File: config.mk
export PLATFORM = sky130hd
export DESIGN_NAME = multi_core_cpu
export DESIGN_NICKNAME = d
export VERILOG_FILES = /design/src/rtl/multi_core_cpu.sv
export SDC_FILE = /design/constraint.sdc
export NUM_CORES = 1
export LEC_CHECK = 0
export CORE_MARGIN = 2
export CORE_UTILIZATION = 30
export CTS_CLUSTER_SIZE = 8
export DETAILED_ROUTE_END_ITERATION = 8
export MAX_ROUTING_LAYER = met4
export PLACE_DENSITY = 0.44
export SLEW_MARGIN = 20
export SYNTH_ARGS = -nofsm -noshare
export SYNTH_HDL_FRONTEND = slang
export SYNTH_SLANG_ARGS = --single-unit
File: constraint.sdc
create_clock -name sys_clk -period 12 [get_ports sys_clk]
set_input_delay 3 -clock sys_clk [delete_from_list [all_inputs] [get_ports sys_clk]]
set_output_delay 3 -clock sys_clk [all_outputs]
set_load 0.01 [all_outputs]
File: src/rtl/multi_core_cpu.sv
// multi_core_cpu: two independent single-cycle register-machine cores with private ROMs
// Optional feature macro: SECOND_CORE_EN (defined: core 1 present; undefined: result2/carry2 tied to 0)
// Ports:
//   sys_clk  in   single clock, all state updates on rising edge
//   reset    in   synchronous active-high reset
//   carry    out  core 0 carry/borrow flag
//   carry2   out  core 1 carry/borrow flag
//   result   out  core 0 output register (DATA_SIZE)
//   result2  out  core 1 output register (DATA_SIZE)
module mcc_core #(
    parameter int DATA_SIZE = 32,
    parameter int MEM_SIZE  = 8,
    parameter int CORE_ID   = 0
) (
    input  logic                 clk_i,
    input  logic                 rst_i,
    output logic                 carry_o,
    output logic [DATA_SIZE-1:0] result_o
);
    localparam int PW = $clog2(MEM_SIZE);
    localparam logic [15:0] ROM0 [8] = '{16'h1005, 16'h1407, 16'h2100, 16'h7000,
                                         16'h3400, 16'h7400, 16'hF000, 16'h0000};
    localparam logic [15:0] ROM1 [8] = '{16'h1003, 16'h8004, 16'h7000, 16'h1402,
                                         16'h2100, 16'h7000, 16'h9004, 16'h0000};
    logic [PW-1:0]        pc_q, pc_d;
    logic [DATA_SIZE-1:0] r_q [4];
    logic [DATA_SIZE-1:0] r_d [4];
    logic                 carry_q, carry_d, halted_q, halted_d;
    logic [DATA_SIZE-1:0] result_q, result_d;
    logic [15:0]          instr;
    logic [3:0]           op;
    logic [1:0]           rd, rs;
    logic [DATA_SIZE-1:0] imm, a, b;
    logic [DATA_SIZE:0]   sum;
    // ROM slots past index 7 read as NOP when MEM_SIZE is larger
    assign instr = (32'(pc_q) < 32'd8) ? (CORE_ID == 0 ? ROM0[pc_q[2:0]] : ROM1[pc_q[2:0]]) : 16'h0000;
    assign op    = instr[15:12];
    assign rd    = instr[11:10];
    assign rs    = instr[9:8];
    assign imm   = DATA_SIZE'(instr[7:0]);
    assign a     = r_q[rd];
    assign b     = (op == 4'h8) ? imm : r_q[rs];
    assign sum   = {1'b0, a} + {1'b0, b};
    always_comb begin
        pc_d     = halted_q ? pc_q : pc_q + 1'b1;
        r_d      = r_q;
        carry_d  = carry_q;
        result_d = result_q;
        halted_d = halted_q;
        if (!halted_q) begin
            case (op)
                4'h1: r_d[rd] = imm;
                4'h2, 4'h8: {carry_d, r_d[rd]} = sum;
                4'h3: begin
                    r_d[rd] = a - b;
                    carry_d = a < b;
                end
                4'h4: r_d[rd] = a & b;
                4'h5: r_d[rd] = a | b;
                4'h6: r_d[rd] = a ^ b;
                4'h7: result_d = a;
                4'h9: pc_d = instr[PW-1:0];
                4'hF: begin
                    pc_d     = pc_q;
                    halted_d = 1'b1;
                end
                default: ;
            endcase
        end
    end
    always_ff @(posedge clk_i) begin
        if (rst_i) begin
            pc_q     <= '0;
            r_q      <= '{default: '0};
            carry_q  <= 1'b0;
            result_q <= '0;
            halted_q <= 1'b0;
        end else begin
            pc_q     <= pc_d;
            r_q      <= r_d;
            carry_q  <= carry_d;
            result_q <= result_d;
            halted_q <= halted_d;
        end
    end
    assign carry_o  = carry_q;
    assign result_o = result_q;
endmodule

module multi_core_cpu #(
    parameter int DATA_SIZE = 32,
    parameter int MEM_SIZE  = 8
) (
    input  logic                 sys_clk,
    input  logic                 reset,
    output logic                 carry,
    output logic                 carry2,
    output logic [DATA_SIZE-1:0] result,
    output logic [DATA_SIZE-1:0] result2
);
    mcc_core #(.DATA_SIZE(DATA_SIZE), .MEM_SIZE(MEM_SIZE), .CORE_ID(0)) u_core0 (
        .clk_i(sys_clk), .rst_i(reset), .carry_o(carry), .result_o(result)
    );
`ifdef SECOND_CORE_EN
    mcc_core #(.DATA_SIZE(DATA_SIZE), .MEM_SIZE(MEM_SIZE), .CORE_ID(1)) u_core1 (
        .clk_i(sys_clk), .rst_i(reset), .carry_o(carry2), .result_o(result2)
    );
`else
    assign carry2  = 1'b0;
    assign result2 = '0;
`endif
endmodule

* Word level (Yosys, flattened, before mapping) *
Memory sizes are Yosys's and may differ from the RTL's.
Cells that the tools add are included.

word-level totals
  register bits after elaboration = 165
  memory bits (read-only) = 128
  input port bits = 2
  output and inout bits = 66
  word-level logic and storage cells = 66
  memories kept = 1

memories
  name              depth  bits a word  rd ports  clocked after Yosys merged registers in  wr ports  RTL line  RTL
  (name not given)  8      16           1         0                                        0         36        assign instr = (32'(pc_q) < 32'd8) ? (CORE_ID == 0 ? ROM0[pc_q[2:0]] : ROM1[pc_q[2:0]]) : 16'h0000;

operators by class
  add/sub/neg operators = 3
  order comparisons = 5
  eq/ne operators = 11
  muxes and demuxes = 24
  bitwise gates (word level) = 7
  reductions and logical operators = 7

operators by type and width
  operator              count
  $bwmux W128           6
  $pmux W128 S6         1
  $mux W32              6
  $bmux W32 S2          2
  $demux W32 S2         1
  $add A32 B32 Y33      1
  $and A32 B32 Y32      1
  $lt A32 B32 Y1        1
  $mux W16              2
  $or A32 B32 Y32       1
  $sub A32 B32 Y32      1
  $xor A32 B32 Y32      1
  $eq A4 B3 Y1 const B  4
  $eq A4 B4 Y1 const B  3
  $eq A4 B2 Y1 const B  2
  $ge A3 B3 Y1 const B  2
  $mux W3               2
  $not A2 Y3            2
  $pmux W3 S2           1
  $reduce_and A2 Y1     3
  $reduce_bool A6 Y1    1
  $eq A4 B1 Y1 const B  1
  $ge A4 B4 Y1 const B  1
  $not A3 Y4            1
  9 further kinds       10

* Longest topological paths before layout *
  depth in word-level cells = 12
  depth in mapped cells = 22
  depth with buffers taken out = 19

* By module *
Synthesis repeated with hierarchy kept, for this count alone.

unflattened totals
  cell total of the unflattened synthesis = 1541
  area, all modules = 11041.8 µm²

modules (own cells, without submodules)
  module          instances  cells each  area each (µm²)  seq. area each (µm²)
  mcc_core        1          1507        10790.3          2021.9
  multi_core_cpu  1          34          251.5            0.0

* Worst setup path before layout *
No wires, ideal clock.

  path type = register to register
  from = register u_core0.pc_q[1]
  to = register u_core0.r_q[117] (netlist name)
  setup time = 0.132 ns
  arrival time = 5.109 ns
  data required time = 11.868 ns
  path slack = 6.759 ns
  cell stages (with the launch flop) = 21
  path buffers = 4
  period minus slack after synthesis = 5.241 ns
  cell sequence = dfxtp_1 > inv_2 > ha_1 > nand2_1 > a21boi_0 > clkbuf_1 > clkbuf_1 > clkbuf_1 > mux2i_1 > ha_1 > a211o_1 > a311oi_4 > a211oi_1 > or3_1 > buf_6 > o21ai_1 > o31a_1 > xnor2_1 > a21oi_1 > a2111oi_0 > nor3_1

on the way
  cells in the longest elaborated chain, start to end = 12
  elaborated cells between the ends (all ways) = 40
  those cells by class = add/sub: 2; order compare: 2; eq/ne: 7; mux: 18; bitwise: 6; reduce/logical: 4; memory: 1

ends and longest elaborated chain
  element                                          RTL line  RTL
  from (decl)                                      25        logic [PW-1:0] pc_q, pc_d;
  from (signal assigned)                           79        pc_q <= pc_d;
  $not A3 Y4 (*)                                   n/a
  $mem_v2 Z8 W16 (*)                               n/a
  $mux W16 (implied by the code) (*) (2 in a row)  36
  $not A2 Y3 (implied by the code)                 42        assign b = (op == 4'h8) ? imm : r_q[rs];
  $bmux W32 S2                                     42
  $mux W32 (implied by the code) (2 in a row)      42
  $mux W32                                         42
  $sub A32 B32 Y32 (tied with other cells)         55        r_d[rd] = a - b;
  $bwmux W128 (on tied branches)                   n/a
  $pmux W128 S6                                    51        case (op)
  to (signal assigned)                             80        r_q <= r_d;
  to (decl)                                        26        logic [DATA_SIZE-1:0] r_q [4];

Mark *: on every way between the ends. The rest lies on a longest branch, timed or not. The select of a mux whose other input is x is not followed.
A chain may end at the register's enable or synchronous reset.

* Worst setup path in the final report *
  from = register u_core0.pc_q[1]
  to = register u_core0.r_q[124] (netlist name)

The elaborated chain is that of the path after synthesis.

==> summary.txt <==
Placement
  • Port Buffer Count: 34
  • Dpl hpwl: 29000 microns
  • Dpl cell area: 11600 sq um
  • Worst slack, placed: 5260 ps
  • Final Wtd Congestion: 0.906

Worst setup path
  • Critical path launch point type: register
  • Crit Path Class: register to register
  • Worst setup EP type: register
  • Critical-path maximum fanout: 43
  • Cell family with most CP delay: compound AO/OA/AOI/OAI gates
  • Crit path required time: 12290 ps
  • Slowest cell on crit path: a21boi_4
  • Crit-path max cell delay: 730 ps
  • Critical Path AT: 7090 ps
  • CP bufs+invs: 2
  • Crit-path cells: inv_2 > ha_1 > nand2_1 > a21boi_4 > buf_4 > mux2i_1 > fa_1 > or2_2 > a21oi_1 > o31a_1 > a31oi_1 > o311ai_1 > a311oi_1 > o21ai_0 > mux2i_1 > nand2_1 > a211o_1

Yosys
  • Post-synthesis xor/xnor area fraction: 2.86%
  • Largest family of logic cells by synthesized area: compound AO/OA/AOI/OAI gates
  • Compound-Gate Fraction of Synth Area: 32.1%
  • Mux cell area share after synthesis: 6.45%
  • Synth warn: 0
  • Post-synth EDFFs: 0
  • Flop and latch count out of synthesis: 101
  • Area leader, netlist: dfxtp_1
  • Post-synthesis async set-or-reset flop share: 0%
  • Yosys top cell area share: 18.4%
  • Seq/Total Area, Yosys: 18.4%
  • Syn avg cell area: 7.22 sq um
  • Synth top area cells: dfxtp_1, ha_1, a21oi_1, mux2i_1, nor2_1
  • Post-synth top flop: dfxtp_1
  • Syn Inst Count: 1525
  • Post-Synth Simple-Gate Area: 18.1%
  • Post-synthesis cell area: 11000 sq um
  • Adder-cell share of the synthesized area: 12.2%
  • Cell variety after synth: 80

Cells and area
  • Most frequent cells in the layout: nor2_1, a21oi_1, ha_1
  • Filler cell count: 3923
  • Ant diodes: 0
  • Area Overhead vs Synth: 8.25%
  • Total Nets Final: 1584
  • Share of post-route cells with drive strength above 1: 6.55%
  • Final instance area: 11900 sq um
  • Most common cell after layout, fill and taps aside: nor2_1

Timing
  • RSZ-0062 raised after global routing: no
  • Highest clock rate: 147 MHz
  • Final setup skew: 21.2 ps
  • Pins Over Slew Limit: 0
  • Final setup TNS: 0 ps
  • Tmin final: 6800 ps
  • Final worst slack: 5200 ps
  • # setup viols final: 0
  • Hold_ws: 464 ps
  • Max_slew headroom: 27.2%
  • Final hold vios: 0
  • Slew @ Worst Pin: 1080 ps
  • Period utilization: 56.7%

CTS
  • Clk pin slew, worst setup/hold paths: 90 ps
  • Hold Buf Count CTS: 0
  • CTS Buf Count: 9
  • Clock Sinks: 101
  • Clock Latency Late Sink: 390 ps
  • H-tree lvl count: 3
  • Root Buffer: clkbuf_16
  • CTS Buffer Depth: 2
  • Post_cts resized: 0
  • Setup Fix Bufs, Post-CTS: 0
  • TritonCTS clock tree: done

GRT
  • Antenna violations before repair: 0
  • Total global routing overflow: 0
  • First-pass GRT wire length: 66500 microns
  • Vias in the first global route: 10700
  • Largest net degree at the start of global routing: 77
  • Total track usage: 23.2%

Detailed routing
  • Vias: 11200
  • Via/cell ratio: 5.77
  • Wirelength per Cell: 22.2 microns
  • DRT Wirelength: 43200 microns
  • DRC viols: 0
  • First-iteration detailed-routing DRC count: 997
  • Post-DRT Antenna Nets: 0
  • First-pass DRT Iterations: 6

Pwr
  • Switching share of power: 53.0%
  • NetSw: 1.38 mW
  • Maximum vdd drop: 0.0885 mV
  • Power share of the combinational group: 70.0%
  • P per Cell Area: 218 nW/um^2
  • Clk network pwr share: 13.5%
  • Overall power: 2.60 mW
  • Reg power frac: 16.5%
  • Pint: 1.22 mW
  • Leak: 5.23 nW

Worst hold path
  • Hold Crit Class: register to register

Die
  • # IOs: 68
  • Row cnt: 70
  • Die Ht: 196 microns
  • Die width: 196 microns
  • Initial core utilization: 30.3%
  • Core area: 36300 sq um
  • DIE AREA: 38300 sq um

Flow run
  • Max_cap viols: 0

Run status
  • Status: finished clean
-- metrics by stage --
step | util [%] | instances
CTS | 32.8 | 1949
finish | 32.8 | 1949
global route | 32.8 | 1949
global placement | 31.9 | 1933
floorplan | - | 1557
detailed placement | 31.9 | 1933
-- cell type report --
class / count / area [sq um] / share of cell area (%)
multi-input combinational: 1208 / 8100 / 68.0
tap: 468 / 586 / 4.91
sequential: 101 / 2020 / 17.0
timing repair buffer: 58 / 518 / 4.34
clock inverter: 3 / 67.6 / 0.567
clock buffer: 13 / 260 / 2.18
inverter: 98 / 368 / 3.08
-- layer usage --
| metal | share of wire (%) | up-vias | track usage, % |
|---|---|---|---|
| met5 | 0 | - | - |
| met4 | 1.7 | 0 | 5.34 |
| met3 | 5.5 | 49 | 2.83 |
| met2 | 44 | 369 | 35.4 |
| met1 | 49 | 5442 | 32.4 |
| li1 | - | 5376 | - |
-- cells in the mapped netlist (8+ instances only) --
master,number
a311oi_1,8
o21ai_0,74
or2_2,32
o21a_1,9
a22oi_1,11
o21bai_1,15
buf_4,34
o221ai_1,15
a211oi_1,66
nor2b_1,15
nand3_1,18
nor3_1,32
nor4_1,17
a221oi_1,10
ha_1,104
o22ai_1,19
nor2_1,172
clkbuf_1,87
nand4_1,13
buf_2,17
nand2_1,91
o31ai_1,14
or3_1,12
o21ai_1,8
xnor2_1,29
nand2b_1,10
a2111oi_0,14
o211ai_1,10
inv_1,95
buf_1,11
mux2i_1,71
a31oi_1,15
dfxtp_1,101
a221o_1,11
a21o_1,12
a21oi_1,163
-- power groups by stage --
| stage | logic [mW] | clock network, mW | registers, mW |
|---|---|---|---|
| floorplan | 1.31 | 0 | 0.428 |
| global placement | 1.79 | 0 | 0.435 |
| detailed placement | 1.78 | 0 | 0.436 |
| CTS | 1.79 | 0.360 | 0.429 |
| global route | 1.99 | 0.370 | 0.437 |
| finish | 1.82 | 0.350 | 0.430 |
-- worst reg2reg max path, cell delays in order (launching register included) --
cell and delay (ps):
dfxtp_1 690, inv_2 220, ha_1 290, nand2_1 160, a21boi_4 730, buf_4 680, mux2i_1 380, fa_1 530
or2_2 320, a21oi_1 200, o31a_1 310, a31oi_1 250, o311ai_1 720, a311oi_1 200, o21ai_0 340, mux2i_1 340
nand2_1 80, a211o_1 260
-- cell families (layout without fill, tap and decap cells) --
group,Yosys count,count (layout)
muxes,71,71
AOI/OAI and AO/OA,530,530
other,1,33
DFF,101,101
adders and majority gates,106,106
buffers and inverters,248,172
xor gates and xnor gates,36,36
and+or+nand+nor,432,432
-- final timing paths --
path / from / to / slack, ps / cells after the start
worst min register to register: u_core0.r_q[118] / u_core0.r_q[118] / 460 / 2
worst min-delay path: u_core0.r_q[118] / u_core0.r_q[118] / 460 / 2
worst max register to register: u_core0.pc_q[1] / u_core0.r_q[124] / 5200 / 17
worst max-delay path: u_core0.pc_q[1] / u_core0.r_q[124] / 5200 / 17
-- state kept, by name (all words and copies together) (netlist names), named ones only --
register	cells
u_core0.halted_q	1
u_core0.r_q	58
u_core0.pc_q	2
u_core0.carry_o	1
u_core0.result_o	32
(Power assumes the default switching activity.)
